`src/rtl/braille_pkg.sv`:
```
// Braille digit encoding: lookup table and encoder function.
// braille_encode maps a BCD code to {pattern, err}.
package braille_pkg;

  localparam logic [3:0] BRAILLE_INVALID = 4'b0000;

  localparam logic [3:0] BRAILLE_LUT [0:9] = '{
    4'b0111, 4'b1000, 4'b1001, 4'b1100, 4'b1110,
    4'b1010, 4'b1101, 4'b1111, 4'b1011, 4'b0101
  };

  typedef struct packed {
    logic [3:0] pat;
    logic       err;
  } braille_t;

  function automatic braille_t braille_encode(
    input logic [3:0] bcd
  );
    braille_t r;
    if (bcd > 4'd9) begin
      r.pat = BRAILLE_INVALID;
      r.err = 1'b1;
    end else begin
      r.pat = BRAILLE_LUT[bcd];
      r.err = 1'b0;
    end
    return r;
  endfunction

endpackage

```
`src/rtl/braille_digits_if.sv`:
```
// Digit-in / Braille-cell-out bundle.
// master: digit source; slave: braille_digits.
interface braille_digits_if #(
  parameter int ERR_CNT_W = 8
);
  logic                 bcd_valid;
  logic [3:0]           bcd;
  logic                 err_clr;
  logic                 w;
  logic                 x;
  logic                 y;
  logic                 z;
  logic                 cell_valid;
  logic                 bcd_err;
  logic [ERR_CNT_W-1:0] err_count;

  modport master (
    output bcd_valid, bcd, err_clr,
    input  w, x, y, z,
    input  cell_valid, bcd_err, err_count
  );

  modport slave (
    input  bcd_valid, bcd, err_clr,
    output w, x, y, z,
    output cell_valid, bcd_err, err_count
  );
endinterface

```
`src/rtl/braille_digits_lut.sv`:
```
// Combinational BCD -> 4-dot Braille pattern.
// Ports: bcd_i in, pat_o pattern, err_o non-BCD flag.
module braille_lut
  import braille_pkg::*;
(
  input  logic [3:0] bcd_i,
  output logic [3:0] pat_o,
  output logic       err_o
);
  braille_t enc;

  always_comb begin
    enc   = braille_encode(bcd_i);
    pat_o = enc.pat;
    err_o = enc.err;
  end
endmodule

```
`src/rtl/braille_digits.sv`:
```
// Registered BCD -> Braille cell stage with error counter.
// Ports: clk, reset_n, bus (slave: digit in, cell out).
module braille_digits
  import braille_pkg::*;
#(
  parameter int ERR_CNT_W = 8
) (
  input  logic         clk,
  input  logic         reset_n,
  braille_digits_if.slave bus
);
  localparam logic [ERR_CNT_W-1:0] CNT_MAX = '1;

  logic [3:0]           lut_pat;
  logic                 lut_err;
  logic [3:0]           pat_q, pat_d;
  logic                 err_q, err_d;
  logic                 cv_q, cv_d;
  logic [ERR_CNT_W-1:0] cnt_q, cnt_d;
  logic [ERR_CNT_W-1:0] cnt_base;

  braille_lut u_lut (
    .bcd_i (bus.bcd),
    .pat_o (lut_pat),
    .err_o (lut_err)
  );

  always_comb begin
    pat_d = pat_q;
    err_d = err_q;
    cv_d  = bus.bcd_valid;
    if (bus.bcd_valid) begin
      pat_d = lut_pat;
      err_d = lut_err;
    end
    // clear takes priority, then the same-edge
    // invalid sample still counts
    cnt_base = bus.err_clr ? '0 : cnt_q;
    cnt_d    = cnt_base;
    if (bus.bcd_valid && lut_err &&
        cnt_base != CNT_MAX)
      cnt_d = cnt_base + 1'b1;
  end

  always_ff @(posedge clk or negedge reset_n) begin
    if (!reset_n) begin
      pat_q <= '0;
      err_q <= 1'b0;
      cv_q  <= 1'b0;
      cnt_q <= '0;
    end else begin
      pat_q <= pat_d;
      err_q <= err_d;
      cv_q  <= cv_d;
      cnt_q <= cnt_d;
    end
  end

  assign bus.w          = pat_q[3];
  assign bus.x          = pat_q[2];
  assign bus.y          = pat_q[1];
  assign bus.z          = pat_q[0];
  assign bus.cell_valid = cv_q;
  assign bus.bcd_err    = err_q;
  assign bus.err_count  = cnt_q;
endmodule

```
`src/flat_wrapper.sv`:
```
// flat-port wrapper written by rule: the top's interface ports become plain ports
module braille_digits_flat import braille_pkg::*;
#(
  parameter int ERR_CNT_W = 8
)
  (clk, reset_n, bus_bcd_valid, bus_bcd, bus_err_clr, bus_w, bus_x, bus_y, bus_z, bus_cell_valid, bus_bcd_err, bus_err_count);
  braille_digits_if #(.ERR_CNT_W(ERR_CNT_W)) bus_i ();
  input  logic clk;
  input  logic reset_n;
  input wire logic [$bits(bus_i.bcd_valid)-1:0] bus_bcd_valid;
  input wire logic [$bits(bus_i.bcd)-1:0] bus_bcd;
  input wire logic [$bits(bus_i.err_clr)-1:0] bus_err_clr;
  output wire logic [$bits(bus_i.w)-1:0] bus_w;
  output wire logic [$bits(bus_i.x)-1:0] bus_x;
  output wire logic [$bits(bus_i.y)-1:0] bus_y;
  output wire logic [$bits(bus_i.z)-1:0] bus_z;
  output wire logic [$bits(bus_i.cell_valid)-1:0] bus_cell_valid;
  output wire logic [$bits(bus_i.bcd_err)-1:0] bus_bcd_err;
  output wire logic [$bits(bus_i.err_count)-1:0] bus_err_count;
  assign bus_i.bcd_valid = bus_bcd_valid;
  assign bus_i.bcd = bus_bcd;
  assign bus_i.err_clr = bus_err_clr;
  assign bus_w = bus_i.w;
  assign bus_x = bus_i.x;
  assign bus_y = bus_i.y;
  assign bus_z = bus_i.z;
  assign bus_cell_valid = bus_i.cell_valid;
  assign bus_bcd_err = bus_i.bcd_err;
  assign bus_err_count = bus_i.err_count;
  braille_digits #(.ERR_CNT_W(ERR_CNT_W)) u_core (.clk(clk), .reset_n(reset_n), .bus(bus_i));
endmodule
```
`config.mk`:
```
export PLATFORM = sky130hd
export DESIGN_NAME = braille_digits_flat
export DESIGN_NICKNAME = d
export VERILOG_FILES = /design/src/rtl/braille_pkg.sv /design/src/rtl/braille_digits_if.sv /design/src/rtl/braille_digits_lut.sv /design/src/rtl/braille_digits.sv /design/src/flat_wrapper.sv
export SDC_FILE = /design/constraint.sdc
export NUM_CORES = 1
export LEC_CHECK = 0
export ABC_CLOCK_PERIOD_IN_PS = 1600
export BUFFER_PORTS_ARGS = -buffer_cell sky130_fd_sc_hd__buf_2
export CAP_MARGIN = 10
export CORE_MARGIN = 2
export CORE_UTILIZATION = 40
export DETAILED_ROUTE_END_ITERATION = 7
export GPL_ROUTABILITY_DRIVEN = 0
export PLACE_DENSITY_LB_ADDON = 0.12
export SYNTH_ARGS = -nofsm -noshare
export SYNTH_HDL_FRONTEND = slang
export SYNTH_HIERARCHICAL = 1
export SYNTH_SLANG_ARGS = --single-unit
```
`constraint.sdc`:
```
create_clock -name clk -period 1.6 [get_ports clk]
set_clock_uncertainty 0.1 [all_clocks]
set_input_delay 0.08 -clock clk [delete_from_list [all_inputs] [get_ports clk]]
set_output_delay 0.08 -clock clk [all_outputs]
set_load 0.005 [all_outputs]
```
* Word-level counts from Yosys, hierarchy flattened
Memory sizes are Yosys's and may differ from the RTL's.
Cells that the tools add are included.
** Cells by class
- Add/sub/neg operators :: 1
- $lt $le $gt $ge :: 2
- Equal/unequal tests :: 1
- Mux-type cells :: 5
- Bitwise gates (word level) :: 1
- Reduce and logical (&&, ||, !) cells :: 2
** Operator list (number)
- $mux 8 :: 2
- $add 8x1->8 const B :: 1
- $mux 4 :: 2
- $ne 8x8->1 const B :: 1
- $ge 5x5->1 const B :: 1
- $mux 5 :: 1
- $not 4->5 :: 1
- $gt 4x4->1 const B :: 1
- $logic_and 1x1->1 :: 2
** Word-level totals
- Register bits after elaboration :: 14
- ROM bits :: 64
- Bits of input ports :: 8
- Output and inout port bits :: 14
- Logic and storage cells :: 17
- Memories :: 1
** Memory list
- (name not given) :: words 16, width 4, read ports 1, clocked after Yosys merged registers in 0, wr ports 0, RTL line braille_pkg.sv:25 : r.pat = BRAILLE_LUT[bcd];

* Logic depth before layout (Yosys ltp)
Gate-level depths: netlist of the first run.
- Word-level depth :: 8
- Gate-level depth with buffers :: 8
- Gate-level depth less buffers :: 7

* Cells and area by module
The synthesis of the first run kept the hierarchy.
** Modules (own cells, without submodules)
- braille_digits :: times used 1, cells an instance 54, area each 634.4 µm², sequential area each 350.3 µm²
- braille_lut :: times used 1, cells an instance 22, area each 167.7 µm², sequential area each 0.0 µm²

* Least setup slack after synthesis of the first run
Ideal clock, no wire load.
- Kind :: input port to flip-flop
- Start point :: input bus_bcd[1]
- End point :: register u_core.cnt_q[4], in the netlist u_core/bus.err_count[4]
- Setup time :: 99 ps
- Data arrival time :: 1293 ps
- Required time :: 1401 ps
- Slack :: 108 ps
- Stages :: 8
- Buffers on the path :: 1
- Cell sequence :: inv_1 -> ha_1 -> o21bai_4 -> and2_2 -> and4_1 -> buf_4 -> a31oi_1 -> a311oi_1
** On the way
- Longest elaborated chain between the ends :: 5
** RTL lines
- start: declaration :: RTL line flat_wrapper.sv:11 : input wire logic [$bits(bus_i.bcd)-1:0] bus_bcd;
- $gt 4x4->1 :: RTL line braille_pkg.sv:21 : if (bcd > 4'd9) begin
- $mux 5 :: RTL line braille_pkg.sv:21
- named net u_core.lut_err :: RTL line braille_digits.sv:15 : logic lut_err;
- $logic_and 1x1->1 (2 in series) :: RTL line braille_digits.sv:40 : if (bus.bcd_valid && lut_err &&
- $mux 8 :: RTL line braille_digits.sv:40
- named net u_core.cnt_d[4] :: RTL line braille_digits.sv:19 : logic [ERR_CNT_W-1:0] cnt_q, cnt_d;
- end signal: assignment :: RTL line braille_digits.sv:55 : cnt_q <= cnt_d;
- end: declaration :: RTL line braille_digits.sv:19
The timed path passes the listed nets, and every way through them passes these cells.
A chain may end at the register's enable or synchronous reset.

* Worst setup path in the final report of the first run
- Start point :: input bus_bcd_valid
- End point :: register u_core.cnt_q[4], in the netlist u_core/bus.err_count[4]
** On the way
- Longest elaborated chain between the ends :: 3
** RTL lines
- start: declaration :: RTL line flat_wrapper.sv:10 : input wire logic [$bits(bus_i.bcd_valid)-1:0] bus_bcd_valid;
- $logic_and 1x1->1 (2 in series) :: RTL line braille_digits.sv:40
- $mux 8 :: RTL line braille_digits.sv:40
- named net u_core.cnt_d[4] :: RTL line braille_digits.sv:19
The timed path passes the listed nets, and every way through them passes these cells.

==> flow_summary.json, run 1 <==
{
  "setup_ws_ns": 0.180,
  "timing.fmax_mhz": 704,
  "nets": 117,
  "hold_violations": 0,
  "numCtsBuffers": 3,
  "grt_max_degree": 15,
  "p_int_mw": 0.531,
  "grt_usage_pct": 14.9,
  "numClockSinks": 14,
  "num_vias": 661,
  "drt_pass1_iterations": 4,
  "nFillCells": 197,
  "place_inst": 125,
  "p_comb_share_pct": 18.4,
  "async_reset_ff_share_pct": 100,
  "clkPwrFrac_pct": 26.6,
  "drtAntennaViolNets": 0,
  "yosysWarnings": 6,
  "arrival_ns": 1.49,
  "seqPwrFrac_pct": 55.1,
  "place.port_buffers": 21,
  "crit_path_end_kind": "flop",
  "critPathMaxFanout": 11,
  "synth_edf_count": 0,
  "io_pins": 22,
  "synth_nets": 87,
  "synth_top_area_share_pct": 43.7,
  "post-route-period-util_pct": 88.7,
  "dieWidth_microns": 48.8,
  "cp_top_family": "buffers and inverters",
  "antenna_cells": 0,
  "wirelength_microns": 1630,
  "min_period_ns": 1.42,
  "setup_viol": 0,
  "crit_chain": "dlygate4sd3_1 > buf_2 > and4_1 > a31oi_1 > a311oi_1",
  "ys_types": 33,
  "drive_above_1_share_pct": 37.5,
  "multi_input_area_sq_um": 402,
  "ir_drop_v": 0.000496,
  "syn-instance-count": 76,
  "core-area_sq_um": 1920,
  "place_ws_ns": 0.0334,
  "antenna_found_initial": 0,
  "area_delta_synth_final_pct": 24.6,
  "grt_pass1_vias": 631,
  "path_class": "in -> reg",
  "hp-class": "in -> async",
  "yosys.area.top_type": "dfrtp_1",
  "synth-seq-area-share_pct": 43.7,
  "via_per_inst": 5.05,
  "first_iter_violations": 13,
  "postSynthAreaPerCell_sq_um": 10.6,
  "critPathSlowestCell": "dlygate4sd3_1",
  "rsz0062_at_grt": "false",
  "cts_setup_buffers": 0,
  "totalPowerFinal_mw": 0.703,
  "overflow": 0,
  "power_density_nw_per_um2": 704,
  "cts_tree": "yes",
  "worst_ep_required_time_ns": 1.67,
  "insertion_delay_ns": 0.27,
  "maxSlewViolCount": 0,
  "seqCellArea_sq_um": 350,
  "dp_hpwl_microns": 1220,
  "ys_ff_latch": 14,
  "clkTransAtPathRegs_ns": 0.08,
  "cap_violations": 0,
  "die_h_microns": 48.8,
  "synth-main-ff-cell": "dfrtp_1",
  "switchingPower_mw": 0.172,
  "cts-htree-levels": 1,
  "startpoint_type": "primary input",
  "die_area_sq_um": 2380,
  "stdcell_count": 131,
  "synth_area_sq_um": 802,
  "max-slew-margin-rel_pct": 77.8,
  "worstMarginPinSlew_ns": 0.333,
  "p_sw_share_pct": 24.5,
  "drc": 0,
  "critPathMaxStageDelay_ns": 0.52,
  "cts_root_buffer": "clkbuf_4",
  "ctsHoldBuffers": 3,
  "start_util_pct": 41.7,
  "synth_area_leaders": "dfrtp_1 (44%), mux2_2 (7.0%), ha_1 (4.7%), a21oi_1 (3.1%), a31oi_1 (3.1%)",
  "grt_pass1_wl_microns": 2800,
  "wl_per_cell_microns": 12.5,
  "cts_buffer_depth": 2,
  "status": "complete, no violations",
  "post_cts_resized": 0,
  "path_buf_inv": 2,
  "rows": 16,
  "leakagePower_nw": 0.479
}
[logic make-up (layout without fill, tap and decap cells)]
family          after synthesis  after routing  synth area share (%)
simple gates                 23             23                  15.4
compound gates               21             21                  19.8
fa+ha+maj                     3              3                  4.68
flops                        14             14                  43.7
mux                           7              7                  10.1
buf+inv                       8             36                  6.24
[metrics by stage]
stage	cell area [sq um]	hold WS (ns)	setup TNS [ns]	utilization (%)
finish	1000	0.133	0	52.0
global route	1000	0.145	0	52.0
CTS	1000	0.134	0	52.0
detailed placement	947	-0.0972	0	49.3
global placement	947	-0.0971	-0.00931	49.3
floorplan	802	-0.316	0	-
[worst paths after layout]
path	slack [ns]	from	to	cells past startpoint
worst max-delay path	0.18	bus_bcd_valid	u_core/bus.err_count[4]	5
worst max register to register	0.32	u_core/bus.err_count[2]	u_core/bus.err_count[5]	3
min in group clk	0.18	bus_bcd[2]	u_core/pat_q[2]	4
worst min register to register	0.41	u_core/pat_q[1]	u_core/pat_q[1]	1
max in group asynchronous	1.02	reset_n	u_core/bus.bcd_err	2
worst min-delay path	0.13	reset_n	u_core/pat_q[1]	2
[synth_stat cells, drive strengths merged, types with 2 or more instances]
library cell	n
dfrtp	14
mux2	6
a21oi	5
nor2	5
a31oi	4
buf	4
nand4	4
nor3	4
ha	3
inv	3
nand2	3
a311oi	2
and4	2
o21bai	2
[sequential cells by signal (all words and copies together) (netlist names)]
name and count:
u_core/bus.err_count 8, u_core/bus.cell_valid 1, u_core/bus.bcd_err 1, u_core/pat_q 4
[routing by layer]
layer	GRT usage (%)	wire (microns)	vias up
met5	0	0	-
met4	5.71	13	0
met3	3.68	57	2
met2	21.9	685	14
met1	21.1	875	301
li1	-	-	344
[final cells by class]
type	instances	share of cell area, %
Clock buffer	3	2.25
Multi-Input combinational cell	54	40.2
Sequential cell	14	35.0
Timing Repair Buffer	30	18.0
Tap cell	27	3.38
Inverter	3	1.13
[worst register-to-register path: stages (launching register included)]
cell and delay [ns]:
dfrtp_1 0.51, and3_1 0.26, a21oi_1 0.08, a311oi_1 0.24
[cells in the final DEF (no fill, tap or decap), drive strengths merged]
cell type     n
nand4         4
mux2          6
and2          1
nor2          5
a21o          1
nor3          4
o32ai         1
a311oi        2
a21oi         5
and3          1
mux2i         1
o22ai         1
clkbuf        3
dlygate4sd3   3
dfrtp        14
nor2b         1
o21ai         1
a211oi        1
o21bai        2
a41oi         1
buf          27
nand3         1
nand2         3
o21a          1
nand2b        1
a31oi         4
inv           3
and4          2
ha            3
a21boi        1
[power by group through the flow]
| stage | Combinational [mW] | Clock (mW) | Sequential (mW) |
|---|---|---|---|
| 2_1_floorplan | 0.0679 | 0 | 0.397 |
| 3_3_place_gp | 0.124 | 0 | 0.395 |
| 3_5_place_dp | 0.126 | 0 | 0.395 |
| 4_1_cts | 0.131 | 0.199 | 0.388 |
| 5_1_grt | 0.144 | 0.217 | 0.391 |
| 6_report | 0.129 | 0.187 | 0.387 |
Note: power is estimated with default switching activity, not from simulation.
==> inputs of run 2 (changes only) <==
- ABC_CLOCK_PERIOD_IN_PS: 1600 -> 1800
- CORE_MARGIN: 2 -> 3
- RECOVER_POWER: default -> 50
- clock period: 1.6 -> 1.8 ns (I/O delays scaled with it)
==> run 2 against run 1 <==
- critical path depth did not move
- sequential power fell by 11%
- global-route usage fell by 0.24 points
- register-to-register slack improved by 0.16 ns
- worst hold slack improved by 0.031 ns
- wire length fell by 0.92%
- combinational power fell by 16%
- sequential share of layout area rose by 1.4 points
- count of clock-buffer cells in the layout did not move
- final cell count fell by 4.6%
- critical endpoint unchanged
- highest routed layer unchanged
==> flow_summary.json, run 2 (same netlist as run 1, synthesis figures left out) <==
{
  "stdcell_count": 125,
  "hp-class": "in -> reg",
  "cap_violations": 0,
  "max-slew-margin-rel_pct": 51.3,
  "leakagePower_nw": 0.446,
  "die_h_microns": 50.8,
  "grt_usage_pct": 14.6,
  "drive_above_1_share_pct": 31.0,
  "start_util_pct": 44.5,
  "path_class": "in -> reg",
  "worst_ep_required_time_ns": 1.88,
  "largest_register_ffs": 8,
  "rsz0062_at_grt": "false",
  "via_per_inst": 5.36,
  "nets": 113,
  "overflow": 0,
  "critPathSlowestCell": "dlygate4sd3_1",
  "crit_chain": "dlygate4sd3_1 > buf_2 > and4_1 > a31oi_1 > a311oi_1",
  "hold_violations": 0,
  "crit_path_end_kind": "flop",
  "nFillCells": 181,
  "cts_setup_buffers": 0,
  "grt_pass1_wl_microns": 2810,
  "cts_tree": "yes",
  "rows": 15,
  "min_period_ns": 1.47,
  "clkTransAtPathRegs_ns": 0.08,
  "first_iter_violations": 11,
  "io_pins": 22,
  "post_cts_resized": 0,
  "worstMarginPinSlew_ns": 0.731,
  "arrival_ns": 1.55,
  "critPathMaxStageDelay_ns": 0.52,
  "grt_pass1_vias": 611,
  "critPathMaxFanout": 11,
  "num_vias": 670,
  "place.port_buffers": 21,
  "cp_top_family": "buffers and inverters",
  "dieWidth_microns": 50.8,
  "antenna_cells": 0,
  "wirelength_microns": 1620,
  "layout_common_cells": "buf_2 (17), dfrtp_1 (14), nor2_1 (5), a21oi_1 (5), mux2_2 (5)",
  "core-area_sq_um": 1800,
  "area_delta_synth_final_pct": 20.0,
  "insertion_delay_ns": 0.27,
  "startpoint_type": "primary input",
  "power_density_nw_per_um2": 647,
  "grt_max_degree": 15,
  "maxSlewViolCount": 0,
  "wl_per_cell_microns": 12.9,
  "die_area_sq_um": 2580,
  "timing.fmax_mhz": 679,
  "setup_viol": 0,
  "cts_buffer_depth": 2,
  "cts-htree-levels": 1,
  "post-route-period-util_pct": 81.8,
  "drtAntennaViolNets": 0,
  "place_inst": 119,
  "fin_util_pct": 53.4,
  "final_common_cell": "buf_2",
  "cts_root_buffer": "clkbuf_4",
  "numClockSinks": 14,
  "ir_drop_v": 0.000552,
  "status": "complete, no violations",
  "antenna_found_initial": 0,
  "ctsHoldBuffers": 3,
  "dp_hpwl_microns": 1230,
  "path_buf_inv": 2,
  "drt_pass1_iterations": 4,
  "numCtsBuffers": 3,
  "drc": 0,
  "finalSetupTns_ns": 0
}
-- run 2: cell count changes in the layout (fill, tap and decap cells not counted) --
cell,change
buf_2,-4
buf_4,-4
clkbuf_1,+4
-- run 2: worst min-delay path, cell delays in order --
cell and delay, ns:
buf_2 0.14, a21oi_1 0.07, o21ai_0 0.07, mux2_2 0.14
-- run 2: where the power goes --
part	internal (mW)	switching (mW)	total (mW)
clock network	0.0775	0.0918	0.169
logic	0.0557	0.0527	0.108
registers	0.333	0.0117	0.345
total	0.466	0.156	0.623
-- run 2: worst paths after layout --
path / from / to / slack [ns] / depth (start not counted)
hold / removal: bus_bcd[2] / u_core/pat_q[2] / 0.16 / 4
setup / recovery: bus_bcd_valid / u_core/bus.err_count[4] / 0.33 / 5
max in group asynchronous: reset_n / u_core/bus.cell_valid / 0.86 / 2
hold reg to reg: u_core/pat_q[0] / u_core/pat_q[0] / 0.41 / 1
min in group asynchronous: reset_n / u_core/pat_q[1] / 0.28 / 2
setup reg to reg: u_core/bus.err_count[0] / u_core/bus.err_count[4] / 0.48 / 3
-- run 2: area by class of cell --
type	count	area [sq um]	area share (%)
clock buffers	3	22.5	2.34
well taps	25	31.3	3.25
repair buffers	26	145	15.1
inverters	3	11.3	1.17
multi-input cells	54	402	41.7
flip-flops and latches	14	350	36.4
-- run 2: routing by layer --
metal  global-route usage [%]  up-vias  wire [microns]
met2                     22.2       20             734
met3                     4.75        2             110
met5                        0        -               0
li1                         -      339               -
met1                     20.1      309             763
met4                     3.59        0               8
-- run 2: stage by stage --
stage / worst slack [ns] / hold WS (ns) / power (mW) / cell area (sq um)
6_report: 0.327 / 0.164 / 0.623 / 962
3_3_place_gp: 0.130 / -0.100 / 0.457 / 915
5_1_grt: 0.275 / 0.196 / 0.667 / 962
4_1_cts: 0.338 / 0.141 / 0.636 / 967
2_1_floorplan: 0.298 / -0.306 / 0.413 / 802
3_5_place_dp: 0.0688 / -0.0988 / 0.459 / 915
